===== src/rtl/switch_debounce_pkg.sv =====
// Shared types and defaults for the switch debouncer.
package switch_debounce_pkg;

  typedef enum logic [1:0] {
    IDLE_LO = 2'b00,
    WAIT_HI = 2'b01,
    IDLE_HI = 2'b10,
    WAIT_LO = 2'b11
  } state_t;

  localparam int unsigned DEBOUNCE_CYCLES_DEF = 4;
  localparam int unsigned CNT_W_DEF           = 16;

endpackage


===== src/rtl/sync_2ff.sv =====
// Two-flop synchronizer for a single asynchronous board input.
module sync_2ff (
  input  logic Clk,
  input  logic Resetn,
  input  logic i_async,
  output logic o_sync
);

  logic r_s1;
  logic r_s2;

  always_ff @(posedge Clk or negedge Resetn) begin
    if (!Resetn) begin
      r_s1 <= 1'b0;
      r_s2 <= 1'b0;
    end else begin
      r_s1 <= i_async;
      r_s2 <= r_s1;
    end
  end

  assign o_sync = r_s2;

endmodule


===== src/rtl/switch_debounce.sv =====
// Debounces a raw switch into a clean level D with optional Rise/Fall pulses.
// Pulse outputs are built only when SWITCH_DEBOUNCE_EDGE_EN is defined.
module switch_debounce
  import switch_debounce_pkg::*;
#(
  parameter int unsigned DEBOUNCE_CYCLES = DEBOUNCE_CYCLES_DEF,
  parameter int unsigned CNT_W           = CNT_W_DEF
) (
  input  logic Clk,
  input  logic Resetn,
  input  logic Sw_in,
  output logic D,
  output logic Rise,
  output logic Fall
);

  localparam longint unsigned CntMax = (64'd1 << CNT_W) - 64'd1;

  if (CNT_W < 2 || CNT_W > 32 || DEBOUNCE_CYCLES < 2 ||
      64'(DEBOUNCE_CYCLES) > CntMax) begin : g_param_check
    $error("switch_debounce: DEBOUNCE_CYCLES must be in 2..2**CNT_W-1");
  end

  localparam logic [CNT_W-1:0] CntLast = CNT_W'(DEBOUNCE_CYCLES - 1);
  localparam logic [CNT_W-1:0] CntOne  = CNT_W'(1);

  logic             w_sync;
  state_t           r_state;
  state_t           w_state_next;
  logic [CNT_W-1:0] r_cnt;
  logic [CNT_W-1:0] w_cnt_next;
  logic             r_d;
  logic             w_d_next;

  sync_2ff u_sync (
    .Clk     (Clk),
    .Resetn  (Resetn),
    .i_async (Sw_in),
    .o_sync  (w_sync)
  );

  always_ff @(posedge Clk or negedge Resetn) begin
    if (!Resetn) begin
      r_state <= IDLE_LO;
      r_cnt   <= '0;
      r_d     <= 1'b0;
    end else begin
      r_state <= w_state_next;
      r_cnt   <= w_cnt_next;
      r_d     <= w_d_next;
    end
  end

  always_comb begin
    w_state_next = r_state;
    w_cnt_next   = r_cnt;
    w_d_next     = r_d;
    case (r_state)
      IDLE_LO: begin
        if (w_sync) begin
          w_state_next = WAIT_HI;
          w_cnt_next   = CntOne;
        end else begin
          w_cnt_next = '0;
        end
      end
      WAIT_HI: begin
        // Any return to the old level discards the whole count.
        if (!w_sync) begin
          w_state_next = IDLE_LO;
          w_cnt_next   = '0;
        end else if (r_cnt == CntLast) begin
          w_state_next = IDLE_HI;
          w_cnt_next   = '0;
          w_d_next     = 1'b1;
        end else begin
          w_cnt_next = r_cnt + CntOne;
        end
      end
      IDLE_HI: begin
        if (!w_sync) begin
          w_state_next = WAIT_LO;
          w_cnt_next   = CntOne;
        end else begin
          w_cnt_next = '0;
        end
      end
      WAIT_LO: begin
        if (w_sync) begin
          w_state_next = IDLE_HI;
          w_cnt_next   = '0;
        end else if (r_cnt == CntLast) begin
          w_state_next = IDLE_LO;
          w_cnt_next   = '0;
          w_d_next     = 1'b0;
        end else begin
          w_cnt_next = r_cnt + CntOne;
        end
      end
      default: begin
        w_state_next = IDLE_LO;
        w_cnt_next   = '0;
        w_d_next     = 1'b0;
      end
    endcase
  end

  assign D = r_d;

`ifdef SWITCH_DEBOUNCE_EDGE_EN
  logic r_rise;
  logic r_fall;

  // Pulses coincide with the registered D update, so they are mutually exclusive.
  always_ff @(posedge Clk or negedge Resetn) begin
    if (!Resetn) begin
      r_rise <= 1'b0;
      r_fall <= 1'b0;
    end else begin
      r_rise <= w_d_next & ~r_d;
      r_fall <= ~w_d_next & r_d;
    end
  end

  assign Rise = r_rise;
  assign Fall = r_fall;
`else
  assign Rise = 1'b0;
  assign Fall = 1'b0;
`endif

endmodule


===== config.mk =====
export PLATFORM = sky130hd
export DESIGN_NAME = switch_debounce
export DESIGN_NICKNAME = d
export VERILOG_FILES = /design/src/rtl/switch_debounce_pkg.sv /design/src/rtl/sync_2ff.sv /design/src/rtl/switch_debounce.sv
export SDC_FILE = /design/constraint.sdc
export NUM_CORES = 1
export LEC_CHECK = 0
export ABC_CLOCK_PERIOD_IN_PS = 3600
export CORE_UTILIZATION = 60
export DETAILED_ROUTE_END_ITERATION = 12
export GPL_TIMING_DRIVEN = 0
export PLACE_DENSITY = 0.81
export SLEW_MARGIN = 20
export SYNTH_ARGS = -nofsm -noshare
export SYNTH_HDL_FRONTEND = slang
export SYNTH_SLANG_ARGS = --single-unit

===== constraint.sdc =====
create_clock -name Clk -period 3.6 [get_ports Clk]
set_clock_uncertainty 0.2 [all_clocks]
set_input_delay 0.54 -clock Clk [delete_from_list [all_inputs] [get_ports Clk]]
set_output_delay 0.54 -clock Clk [all_outputs]
set_load 0.1 [all_outputs]

==> results.tsv, run 1 <==
stage	metric	value	unit
outcome	result of the run	finished, final reports clean	
yosys	most used flip-flop cell after synthesis	sky130_fd_sc_hd__dfrtp_1	
yosys	synth top area cells	sky130_fd_sc_hd__dfrtp_1 (52%), sky130_fd_sc_hd__xnor2_1 (9.5%), sky130_fd_sc_hd__nor2_1 (4.8%)	
clock_tree	hold buffer count at CTS	0	
clock_tree	clock insertion delay at the later pin of the skew report	0.29	ns
final_layout	post-synthesis to final-layout area growth	7.93	%
sta	worst relative slew slack	36.0	%
yosys	per-instance average area after synthesis	10.3	um^2
sta	Peak Freq	0.391	GHz
worst_setup_path	endpoint class of the critical path	primary output	
sta	Final Hold Fails	0	
floorplanning	die boundary height	43.0	um
sta	crit share post-route	71.0	%
yosys	number of distinct standard cells referenced by the synthesized netlist	24	
global_routing	aggregate global routing overflow	0	
yosys	summed instance area of the synthesized netlist	1010	um^2
final_layout	utilization after layout	70.7	%
yosys	EDFF count, synth	0	
floorplanning	horizontal extent of the die	43.0	um
place	number of I/O port buffers	3	
final_layout	NumNets Final	111	
route	drt wl/cell	13.3	um
worst_hold_path	HP Class	register to register	
clock_tree	number of resized instances in the post-cts repair step	0	
sta	Final Max Slew Viols	0	
worst_setup_path	family with the most delay on the worst path	buffers and inverters	
floorplanning	Placeable Area	1540	um^2
worst_setup_path	Crit Path Max Fanout	3	
final_layout	diodes inserted	0	
yosys	Async SR Flop Fraction	100	%
place	gp weighted congestion	0.793	
worst_setup_path	category of the worst setup path launch point	register	
clock_tree	clock buffer depth	2	
worst_setup_path	crit path max-delay cell type	sky130_fd_sc_hd__clkdlybuf4s50_1	
yosys	warning count from the yosys run	0	
yosys	top cells by count, synth	sky130_fd_sc_hd__dfrtp_1 (21), sky130_fd_sc_hd__nor2_1 (13), sky130_fd_sc_hd__xnor2_1 (11)	
worst_setup_path	category of the critical setup timing path	register to primary output	
clock_tree	depth of the CTS H-tree	1	
sta	final setup vio count	0	
final_layout	fraction of layout instances using a drive strength above 1	11.3	%
place	half-perimeter wire length after placement	1180	um
power	standby leakage power	0.457	nW
route	detailed-router iteration count before antenna repair	4	
place	placed instance count	118	
global_routing	number of antenna violations at the first check in global routing	0	
route	detail-routed via count per cell	5.66	
floorplanning	Die Footprint	1850	um^2
sta	worst slew pin tran	0.957	ns
worst_setup_path	Buf/Inv on CP	1	
floorplanning	starting utilization of the core area	65.5	%
global_routing	first-pass GRT wire length	2760	um
yosys	fraction of synthesized cell area taken by the top area cell type	52.0	%
final_layout	final instance count without filler cells	122	
route	post-detailed-route DRC marker count	0	
worst_setup_path	cell chain of the critical path	clkdlybuf4s50_1	
clock_tree	clock-pin slew of the registers on the worst-case setup and hold paths	0.10	ns
global_routing	number of global-route vias before repair	654	
floorplanning	row count	14	
power	overall power	553	uW
power	worst ir drop on vdd	0.406	mV
sta	RSZ-0062 raised after global routing	false	
global_routing	pin count of the biggest net entering global routing	22	
clock_tree	TritonCTS Sinks	21	
worst_setup_path	arrival time at the worst endpoint	1.81	ns
clock_tree	number of buffers inserted to repair setup after CTS	0	
clock_tree	CTS tree	done	
yosys	share of the yosys chip area belonging to registers	52.0	%
yosys	Syn Inst Count	98	
yosys	dominant cell by count in the synthesized netlist	sky130_fd_sc_hd__dfrtp_1	
route	via count	691	
global_routing	GR Util All Layers	20.4	%
clock_tree	Clock Root Buffer	sky130_fd_sc_hd__clkbuf_4	
floorplanning	num ports	6	
clock_tree	Inserted Clock Buffers	3	
route	starting DRC count in detailed routing	8	
route	Final Routed Wirelength	1630	um
sta	Final min period	2.55	ns
route	number of routed nets with antenna violations	0	
yosys	Synth area leader	sky130_fd_sc_hd__dfrtp_1	
sta	total negative slack for setup checks	0	ns
flow_run	maximum capacitance violations	0	
worst_setup_path	Critical Path RT	2.86	ns
power	Cell Pwr Density	508	nW/um^2
worst_setup_path	delay of the slowest cell on the worst path	1.14	ns
yosys	flip-flop and latch count after synthesis	21	
per-stage QoR:
step	instance area, um^2	setup slack, ns	hold slack (ns)
2_1_floorplan	1010	1.84	0.0444
3_3_place_gp	1060	1.37	0.138
3_5_place_dp	1060	1.38	0.160
4_1_cts	1090	1.04	0.185
5_1_grt	1090	1.00	0.196
6_report	1090	1.05	0.181
path summary, 6_finish.rpt:
path,startpoint,end,slack (ns),cells after the start
worst max-delay path,D,D,1.05,1
worst min-delay path,u_sync.r_s1,u_sync.o_sync,0.18,0
worst max register to register,r_cnt[0],register,1.58,5
worst min register to register,u_sync.r_s1,u_sync.o_sync,0.18,0
max in group asynchronous,Resetn,r_cnt[15],2.11,1
min in group asynchronous,Resetn,r_cnt[8],0.54,1
layer usage:
layer | routed length, um | up-vias | track usage [%]
li1 | - | 352 | -
met1 | 769 | 322 | 27.6
met2 | 764 | 13 | 33.0
met3 | 66 | 4 | 2.55
met4 | 26 | 0 | 9.09
met5 | 0 | - | 0
worst reg2reg max path, stage by stage, from the launching register on:
cell and delay (ns):
sky130_fd_sc_hd__dfrtp_1 0.44, sky130_fd_sc_hd__ha_1 0.26, sky130_fd_sc_hd__nor4b_1 0.30, sky130_fd_sc_hd__nand4_1 0.24, sky130_fd_sc_hd__or2_1 0.30, sky130_fd_sc_hd__a21o_1 0.18
cells in the final DEF, fill, tap and decap left out, types with 2 or more instances in the layout:
| cell | Yosys | routed |
|---|---|---|
| sky130_fd_sc_hd__xnor2_1 | 11 | 11 |
| sky130_fd_sc_hd__nand3_1 | 6 | 6 |
| sky130_fd_sc_hd__nand4_1 | 3 | 3 |
| sky130_fd_sc_hd__nor2_2 | 3 | 3 |
| sky130_fd_sc_hd__nor3_1 | 6 | 6 |
| sky130_fd_sc_hd__buf_4 | 3 | 3 |
| sky130_fd_sc_hd__and3_1 | 2 | 2 |
| sky130_fd_sc_hd__conb_1 | 1 | 2 |
| sky130_fd_sc_hd__nand2_1 | 4 | 4 |
| sky130_fd_sc_hd__dfrtp_1 | 21 | 21 |
| sky130_fd_sc_hd__xor2_1 | 4 | 4 |
| sky130_fd_sc_hd__clkdlybuf4s50_1 | 0 | 3 |
| sky130_fd_sc_hd__nor4_1 | 6 | 6 |
| sky130_fd_sc_hd__nor2_1 | 13 | 13 |
| sky130_fd_sc_hd__clkbuf_4 | 0 | 3 |
| sky130_fd_sc_hd__inv_1 | 5 | 5 |
state kept, by name, summed over array words and instances, names as in the netlist, named ones only:
register,flops
D,1
r_cnt,16
r_state,1
u_sync.o_sync,1
u_sync.r_s1,1
cells by family after synthesis:
family	after synthesis	synth area share, %
XOR/XNOR	15	13.0
buffers and inverters	8	4.09
AO/OA/AOI/OAI	3	2.36
adder cells (fa/ha/maj)	1	1.24
flip-flops	21	52.0
AND/OR/NAND/NOR	49	26.9
other	1	0.371
report_power, final:
part           switching [mW]  internal (mW)
logic                   0.103         0.0508
clock network          0.0644         0.0431
registers              0.0290          0.263
total                   0.197          0.357
cell type report:
| cell class | instances | area (um^2) |
|---|---|---|
| sequential | 21 | 526 |
| multi-input combinational | 70 | 447 |
| inverter | 5 | 18.8 |
| tap | 16 | 20.0 |
| clock buffer | 4 | 26.3 |
| buffer | 3 | 22.5 |
| fill | 117 | 452 |
| timing repair buffer | 3 | 30.0 |
Power figures use the tool's default switching activity.
==> inputs of run 2 (changes only) <==
--- a/config.mk
+++ b/config.mk
@@ -5,11 +5,11 @@
 export SDC_FILE = /design/constraint.sdc
 export NUM_CORES = 1
 export LEC_CHECK = 0
-export ABC_CLOCK_PERIOD_IN_PS = 3600
-export CORE_UTILIZATION = 60
+export ABC_CLOCK_PERIOD_IN_PS = 2100
+export CORE_UTILIZATION = 51
 export DETAILED_ROUTE_END_ITERATION = 12
 export GPL_TIMING_DRIVEN = 0
-export PLACE_DENSITY = 0.81
+export PLACE_DENSITY = 0.74
 export SLEW_MARGIN = 20
 export SYNTH_ARGS = -nofsm -noshare
 export SYNTH_HDL_FRONTEND = slang
==> constraint.sdc (replaced) <==
create_clock -name Clk -period 2.1 [get_ports Clk]
set_clock_uncertainty 0.2 [all_clocks]
set_input_delay 0.315 -clock Clk [delete_from_list [all_inputs] [get_ports Clk]]
set_output_delay 0.315 -clock Clk [all_outputs]
set_load 0.1 [all_outputs]
==> results.tsv, run 2 (synthesis gave the netlist of run 1 again) <==
stage	metric	value	unit
outcome	result of the run	finished, final reports clean	
worst_setup_path	Critical Path RT	1.58	ns
worst_setup_path	category of the worst setup path launch point	register	
final_layout	sequential standard cell area	526	um^2
global_routing	pin count of the biggest net entering global routing	22	
route	via count	690	
route	detail-routed via count per cell	5.23	
power	overall power	962	uW
final_layout	final instance count without filler cells	132	
sta	worst relative slew slack	37.0	%
global_routing	aggregate global routing overflow	0	
worst_setup_path	crit path max-delay cell type	sky130_fd_sc_hd__clkdlybuf4s15_1	
final_layout	post-synthesis to final-layout area growth	10.0	%
worst_setup_path	Buf/Inv on CP	1	
worst_hold_path	HP Class	register to register	
global_routing	number of antenna violations at the first check in global routing	0	
sta	crit share post-route	96.5	%
clock_tree	clock insertion delay at the later pin of the skew report	0.29	ns
route	drt wl/cell	12.1	um
clock_tree	Clock Root Buffer	sky130_fd_sc_hd__clkbuf_4	
clock_tree	CTS tree	done	
clock_tree	clock buffer depth	2	
route	Final Routed Wirelength	1600	um
place	half-perimeter wire length after placement	1190	um
floorplanning	die boundary height	46.5	um
sta	total negative slack for setup checks	0	ns
final_layout	fraction of layout instances using a drive strength above 1	13.1	%
sta	Final min period	2.03	ns
final_layout	total area of multi-input combinational cells	449	um^2
final_layout	diodes inserted	0	
final_layout	most frequent cells in the layout	sky130_fd_sc_hd__dfrtp_1 (21), sky130_fd_sc_hd__nor2_1 (13), sky130_fd_sc_hd__xnor2_1 (11)	
sta	Final Max Slew Viols	0	
floorplanning	num ports	6	
final_layout	NumNets Final	112	
power	standby leakage power	0.461	nW
clock_tree	hold buffer count at CTS	0	
sta	worst slew pin tran	0.949	ns
worst_setup_path	category of the critical setup timing path	register to primary output	
floorplanning	row count	15	
final_layout	most common cell after layout, fill and taps aside	sky130_fd_sc_hd__dfrtp_1	
place	placed instance count	127	
route	number of routed nets with antenna violations	0	
worst_setup_path	delay of the slowest cell on the worst path	0.83	ns
route	detailed-router iteration count before antenna repair	4	
worst_setup_path	Crit Path Max Fanout	3	
flow_run	maximum capacitance violations	0	
clock_tree	clock-pin slew of the registers on the worst-case setup and hold paths	0.11	ns
final_layout	most flop-heavy register	r_cnt	
sta	Peak Freq	0.494	GHz
power	Cell Pwr Density	866	nW/um^2
clock_tree	Inserted Clock Buffers	3	
global_routing	number of global-route vias before repair	628	
route	starting DRC count in detailed routing	22	
worst_setup_path	family with the most delay on the worst path	buffers and inverters	
route	post-detailed-route DRC marker count	0	
clock_tree	depth of the CTS H-tree	1	
final_layout	filler cell count in the final layout	151	
global_routing	GR Util All Layers	17.6	%
worst_setup_path	arrival time at the worst endpoint	1.51	ns
worst_setup_path	endpoint class of the critical path	primary output	
power	worst ir drop on vdd	0.763	mV
worst_setup_path	cell chain of the critical path	clkdlybuf4s15_1	
place	gp weighted congestion	0.791	
floorplanning	starting utilization of the core area	56.6	%
place	number of I/O port buffers	3	
sta	Final Hold Fails	0	
sta	RSZ-0062 raised after global routing	false	
floorplanning	Placeable Area	1780	um^2
final_layout	max FFs per register	16	
global_routing	first-pass GRT wire length	2640	um
floorplanning	horizontal extent of the die	46.5	um
floorplanning	Die Footprint	2160	um^2
clock_tree	TritonCTS Sinks	21	
sta	final setup vio count	0	
==> run 2: cell types whose count changed in the layout (fill, tap and decap cells not counted) <==
cell,change
sky130_fd_sc_hd__ha_2,+1
sky130_fd_sc_hd__clkdlybuf4s50_1,-1
sky130_fd_sc_hd__buf_4,+1
sky130_fd_sc_hd__ha_1,-1
sky130_fd_sc_hd__clkdlybuf4s15_1,+1
==> run 2: layout make-up <==
type	count	share of cell area, %
well taps	25	2.82
flip-flops and latches	21	47.3
plain buffers	3	2.03
multi-input cells	70	40.4
repair buffers	4	3.38
inverters	5	1.69
clock buffers	4	2.36
==> run 2: metal layers <==
metal  global-route usage, %  wire [um]  part of all wire, %
met5                       0          0                    0
met4                    7.06         14                 0.88
met3                    3.53         57                  3.6
met2                    26.4        742                   46
met1                    24.7        781                   49
==> run 2: path summary, 6_finish.rpt <==
kind	from	to	slack (ns)	cells after the start
setup / recovery	D	D	0.07	1
setup reg to reg	r_cnt[0]	register	0.15	5
min in group asynchronous	Resetn	r_cnt[15]	0.33	1
hold / removal	u_sync.r_s1	u_sync.o_sync	0.18	0
max in group asynchronous	Resetn	r_cnt[7]	0.81	1
hold reg to reg	u_sync.r_s1	u_sync.o_sync	0.18	0
==> run 2: stage by stage <==
| step | hold slack, ns | util (%) | setup WS (ns) | area (um^2) |
|---|---|---|---|---|
| finish | 0.178 | 62.3 | 0.0742 | 1110 |
| floorplan | -0.181 | - | 0.343 | 1010 |
| global placement | 0.144 | 60.3 | 0.0991 | 1070 |
| detailed placement | 0.136 | 60.3 | 0.0991 | 1070 |
| CTS | 0.176 | 61.7 | 0.0349 | 1100 |
| global route | 0.178 | 62.3 | 0.0101 | 1110 |
==> run 2: repair_timing <==
action / 4_1_cts / 5_1_grt
gates resized for setup: 1 / 2
setup buffers: 0 / 1
pin swaps: 0 / 2
gates cloned: 0 / 0
setup endpoints to repair: 1 / 15
==> run 2: report_power, final <==
| group | switching, mW | internal (mW) |
|---|---|---|
| registers | 0.0496 | 0.450 |
| clock network | 0.115 | 0.0738 |
| logic | 0.175 | 0.0978 |
==> RTL change 1: new RTL, config.mk and constraints of run 1 <==
Add a define of `SWITCH_DEBOUNCE_EDGE_EN`.
--- a/src/rtl/switch_debounce.sv
+++ b/src/rtl/switch_debounce.sv
@@ -1,5 +1,7 @@
 // Debounces a raw switch into a clean level D with optional Rise/Fall pulses.
 // Pulse outputs are built only when SWITCH_DEBOUNCE_EDGE_EN is defined.
+`define SWITCH_DEBOUNCE_EDGE_EN
+
 module switch_debounce
   import switch_debounce_pkg::*;
 #(
Behaviour: not the same (Yosys sat finds a counterexample within 10 cycles, from zero or initial values and one cycle with Resetn low).
==> RTL change 1 against run 1 <==
  * The flow now finishes with violations (hold timing)
  * Routed wire length increased by 15%
  * Setup slack got worse by 55 ps
  * Sequential cell count increased by 2
  * Utilization decreased by 0.63 points
  * Area after synthesis increased by 9.5%
  * Die area increased by 9.1%
  * Final area increased by 11%
  * Worst hold slack got worse by 210 ps
  * Register-to-register slack improved by 40 ps
  * Combinational power decreased by 16%
  * Fmax decreased by 2.1%
  * Count of clock-buffer cells in the layout decreased by 1
  * Power increased by 0.41%
==> RTL change 1: results (changes against run 1) <==
* Number of global-route vias before repair at 716 (+9.5%)
* Status: finished, violations left
* Largest register by flop count: r_cnt
* Post-DP Area at 1187 µm² (+12%)
* Grt met1 use at 0.2913 (+0.01577)
* Max FO, Critical Path at 5 (+2)
* Fin. Hold Viols at 23 (+23)
* Clock Latency Late Sink at 310 ps (+20 ps)
* Filler instances at 137 (+17%)
* Xor and xnor area share after synthesis at 0.1188 (-0.01133)
* Failing checks: hold timing
* WHS at -27.74 ps (-209.0 ps)
* Normalized max-slew margin at 0.3531 (-0.006797)
* Top post-synthesis cells by area: dfrtp_1 (52%), xnor2_1 (9.5%), nor2_1 (4.8%)
* Met1 Routed Length at 828 µm (+7.7%)
* GRT met2 Usage at 0.3536 (+0.02332)
* Worst Hold Class: in -> async
* Critical Path Source: D
* Syn avg cell area at 11.06 µm² (+7.4%)
* Initial DRC Count at 14 (+6)
* Sequential cell area fraction in the yosys report at 0.5204 (about the same)
* Pleak at 0.4841 nW (+5.9%)
* Flop2flop setup slack at 1620 ps (+40 ps)
* Layout cells sized above 1 at 0.1743 (+0.06110)
* Routed vias at 732 (+5.9%)
* Post-synthesis mux area share at 0.01923 (+0.01923)
* First-pass GRT wire length at 3139 µm (+14%)
* Setup Buffers After CTS at 0 (unchanged)
* Synth Area in Adders at 0.01131 (-0.001079)
* DR WL met3 at 38 µm (-42%)
* Final estimated routing congestion in global placement at 0.8032 (+1.3%)
* Sequential Area at 575.6 µm² (+9.5%)
* Synth cell types at 27 (+13%)
* Pin count of the biggest net entering global routing at 24 (+9.1%)
* Total track usage at 0.2211 (+0.01695)
* Synth top cells by count: dfrtp_1 (23), nor2_1 (14), xnor2_1 (12)
* WL per Instance at 13.93 µm (+4.5%)
* PortBufs at 5 (+2)
* Final worst-path cycle share at 0.7249 (+0.01530)
* Internal power at 0.0003784 W (+6.1%)
* Synth warnings at 0 (unchanged)
* Worst EP arrival at 1870 ps (+60 ps)
* Pre-CTS setup slack at 1341 ps (-42.22 ps)
* Yosys top cell area share at 0.5204 (about the same)
* Met3 Use GR at 0.02400 (-0.001532)
* Met2 wire length at 979 µm (+28%)
* Fin cells at 134 (+9.8%)
* DP HPWL at 1387 µm (+17%)
* Complex-gate fraction of the synthesized area at 0.01018 (-0.01336)
RTL change 1: cells by family (layout without fill, tap and decap cells):
logic type | Yosys count | after routing
AO/OA/AOI/OAI | 2 | 2
XOR/XNOR | 15 | 15
adder cells (fa/ha/maj) | 1 | 1
buffers and inverters | 6 | 15
flip-flops | 23 | 23
multiplexers | 2 | 2
AND/OR/NAND/NOR | 51 | 51
RTL change 1: worst register-to-register path, cell delays in order (launching register included):
cell	delay, ps
dfrtp_1	460
ha_1	290
nor4b_2	310
nand4_1	160
nand3b_2	220
buf_6	170
nor2_1	70
RTL change 1: area by class of cell:
| type | instances | area share |
|---|---|---|
| Sequential cell | 23 | 0.4757 |
| Multi-Input combinational cell | 71 | 0.4126 |
| Timing Repair Buffer | 5 | 0.03723 |
| Tap cell | 25 | 0.02585 |
| Clock buffer | 3 | 0.01861 |
| Buffer | 2 | 0.01344 |
| Inverter | 4 | 0.01241 |
| Clock inverter | 1 | 0.004137 |
RTL change 1: worst paths after layout:
check,end,cells after the start
max,D,1
min,r_cnt[13],1
max reg2reg,r_cnt[8],6
min reg2reg,u_sync.o_sync,0
max in group asynchronous,Fall,1
min in group Clk,u_sync.o_sync,0
RTL change 1: power groups by stage:
| stage | Combinational (W) | Sequential [W] | Clock (W) |
|---|---|---|---|
| 2_1_floorplan | 0.000101 | 0.000310 | 0 |
| 3_3_place_gp | 0.000129 | 0.000312 | 0 |
| 3_5_place_dp | 0.000133 | 0.000314 | 0 |
| 4_1_cts | 0.000134 | 0.000309 | 0.000124 |
| 5_1_grt | 0.000144 | 0.000313 | 0.000132 |
| 6_report | 0.000130 | 0.000308 | 0.000117 |
==> RTL change 2: new RTL, settings of run 1 <==
Without the edit above. Re-encode `state_t` (4 states) as one-hot, 4 bits wide.
--- a/src/rtl/switch_debounce_pkg.sv
+++ b/src/rtl/switch_debounce_pkg.sv
@@ -1,11 +1,11 @@
 // Shared types and defaults for the switch debouncer.
 package switch_debounce_pkg;
 
-  typedef enum logic [1:0] {
-    IDLE_LO = 2'b00,
-    WAIT_HI = 2'b01,
-    IDLE_HI = 2'b10,
-    WAIT_LO = 2'b11
+  typedef enum logic [3:0] {
+    IDLE_LO = 4'b0001,
+    WAIT_HI = 4'b0010,
+    IDLE_HI = 4'b0100,
+    WAIT_LO = 4'b1000
   } state_t;
 
   localparam int unsigned DEBOUNCE_CYCLES_DEF = 4;
Check against the original RTL: same outputs for any inputs over 10 cycles, from zero or initial values and one cycle with Resetn low; not proved beyond that.
==> RTL change 2 against run 1 <==
  * The flow now finishes with violations (hold timing)
  * Non-clock buffer count grew 6
  * Sequential cell count grew 2
  * Final area grew 24%
  * Power shrank 1.6%
  * Setup slack lost 8.3 ps
  * Critical path depth is the same
  * Count of clock-buffer cells in the layout shrank 1
  * Area after synthesis grew 25%
  * Clock power grew 15%
  * Routed wire length grew 37%
  * Fmax shrank 0.32%
  * Utilization shrank 1.9 points
  * Largest cell class is now multi-input gates
==> RTL change 2: results (changes against run 1) <==
* Flop2flop setup slack at 1630 ps (+50 ps)
* Multi-input gate count at 96 (+37%)
* Status: finished, violations left
* Total track usage at 0.2378 (+0.03366)
* Synth cell types at 44 (+83%)
* Pre-CTS setup slack at 1405 ps (+22.15 ps)
* Layout cells sized above 1 at 0.1314 (+0.01818)
* Normalized max-slew margin at 0.3577 (-0.002157)
* Grt met1 use at 0.3590 (+0.08347)
* Met3 Use GR at 0.04528 (+0.01975)
* Complex-gate fraction of the synthesized area at 0.08648 (+0.06294)
* Post-route cell area at 1349 µm² (+24%)
* Data buffer area share at 0.05751 (+0.009294)
* Number of clock buffers in the layout at 3 (-1)
* Routed WL at 2223 µm (+37%)
* Worst Hold Class: in -> async
* Max FO, Critical Path at 2 (-1)
* CTS clock-pin slew for the worst setup and hold paths at 130 ps (+30 ps)
* Post-Syn Instances at 129 (+32%)
* Synth top cells by count: dfrtp_1 (22), nor2_1 (20), nand2_1 (8)
* Clock Latency Late Sink at 320 ps (+30 ps)
* Top post-synthesis cells by area: dfrtp_1 (44%), nor2_1 (6.0%), xor2_1 (4.9%)
* Sequential Area at 576.8 µm² (+9.8%)
* Sequential cell area fraction in the yosys report at 0.4583 (-0.06220)
* Clock sinks at 23 (+9.5%)
* Filler instances at 162 (+38%)
* Met1 Routed Length at 1081 µm (+41%)
* Synth Area in Adders at 0.01789 (+0.005501)
* Xor and xnor area share after synthesis at 0.09046 (-0.03965)
* Number of global-route vias before repair at 792 (+21%)
* DR WL met3 at 118 µm (+79%)
* Vias/cell at 5.909 (+4.3%)
* Final estimated routing congestion in global placement at 0.8435 (+6.4%)
* DP HPWL at 1530 µm (+29%)
* Crit-path slowest cell: clkdlybuf4s50_1
* Clk tree area frac at 0.02041 (-0.003702)
* Met2 wire length at 971 µm (+27%)
* Bufs w/o clock at 12 (+6)
* WHS at -44.62 ps (-225.8 ps)
* Inverters at 2 (-3)
* Multi-input gate area at 625.6 µm² (+40%)
* Fin. Hold Viols at 22 (+22)
* Pin count of the biggest net entering global routing at 24 (+9.1%)
* Max VDD drop at 0.2967 mV (-27%)
* Fin cells at 164 (+34%)
* Final worst-path cycle share at 0.7119 (+0.002311)
* # nets final at 142 (+28%)
* Failing checks: hold timing
* First-pass GRT wire length at 3643 µm (+32%)
* Initial DRC Count at 33 (+25)
## RTL change 2: cell types whose count changed after synthesis, sizes merged, moves of 4 or more
cell / change
clkbuf: +5
nand2b: +5
nand2: +4
xnor2: -5
nor2: +4
a21oi: +4
## RTL change 2: power breakdown
part / total, W / switching, W / internal, W
clock: 0.000124 / 0.0000828 / 0.0000417
sequential: 0.000289 / 0.0000110 / 0.000278
combinational: 0.000131 / 0.0000826 / 0.0000481
total: 0.000544 / 0.000176 / 0.000368
## RTL change 2: final timing paths
kind                       cells after the start       endpoint        start
setup / recovery                               1              D            D
hold / removal                                 1       r_cnt[1]       Resetn
setup reg to reg                               6      r_cnt[11]     r_cnt[0]
hold reg to reg                                0  u_sync.o_sync  u_sync.r_s1
max in group asynchronous                      1     r_state[0]       Resetn
min in group Clk                               0  u_sync.o_sync  u_sync.r_s1
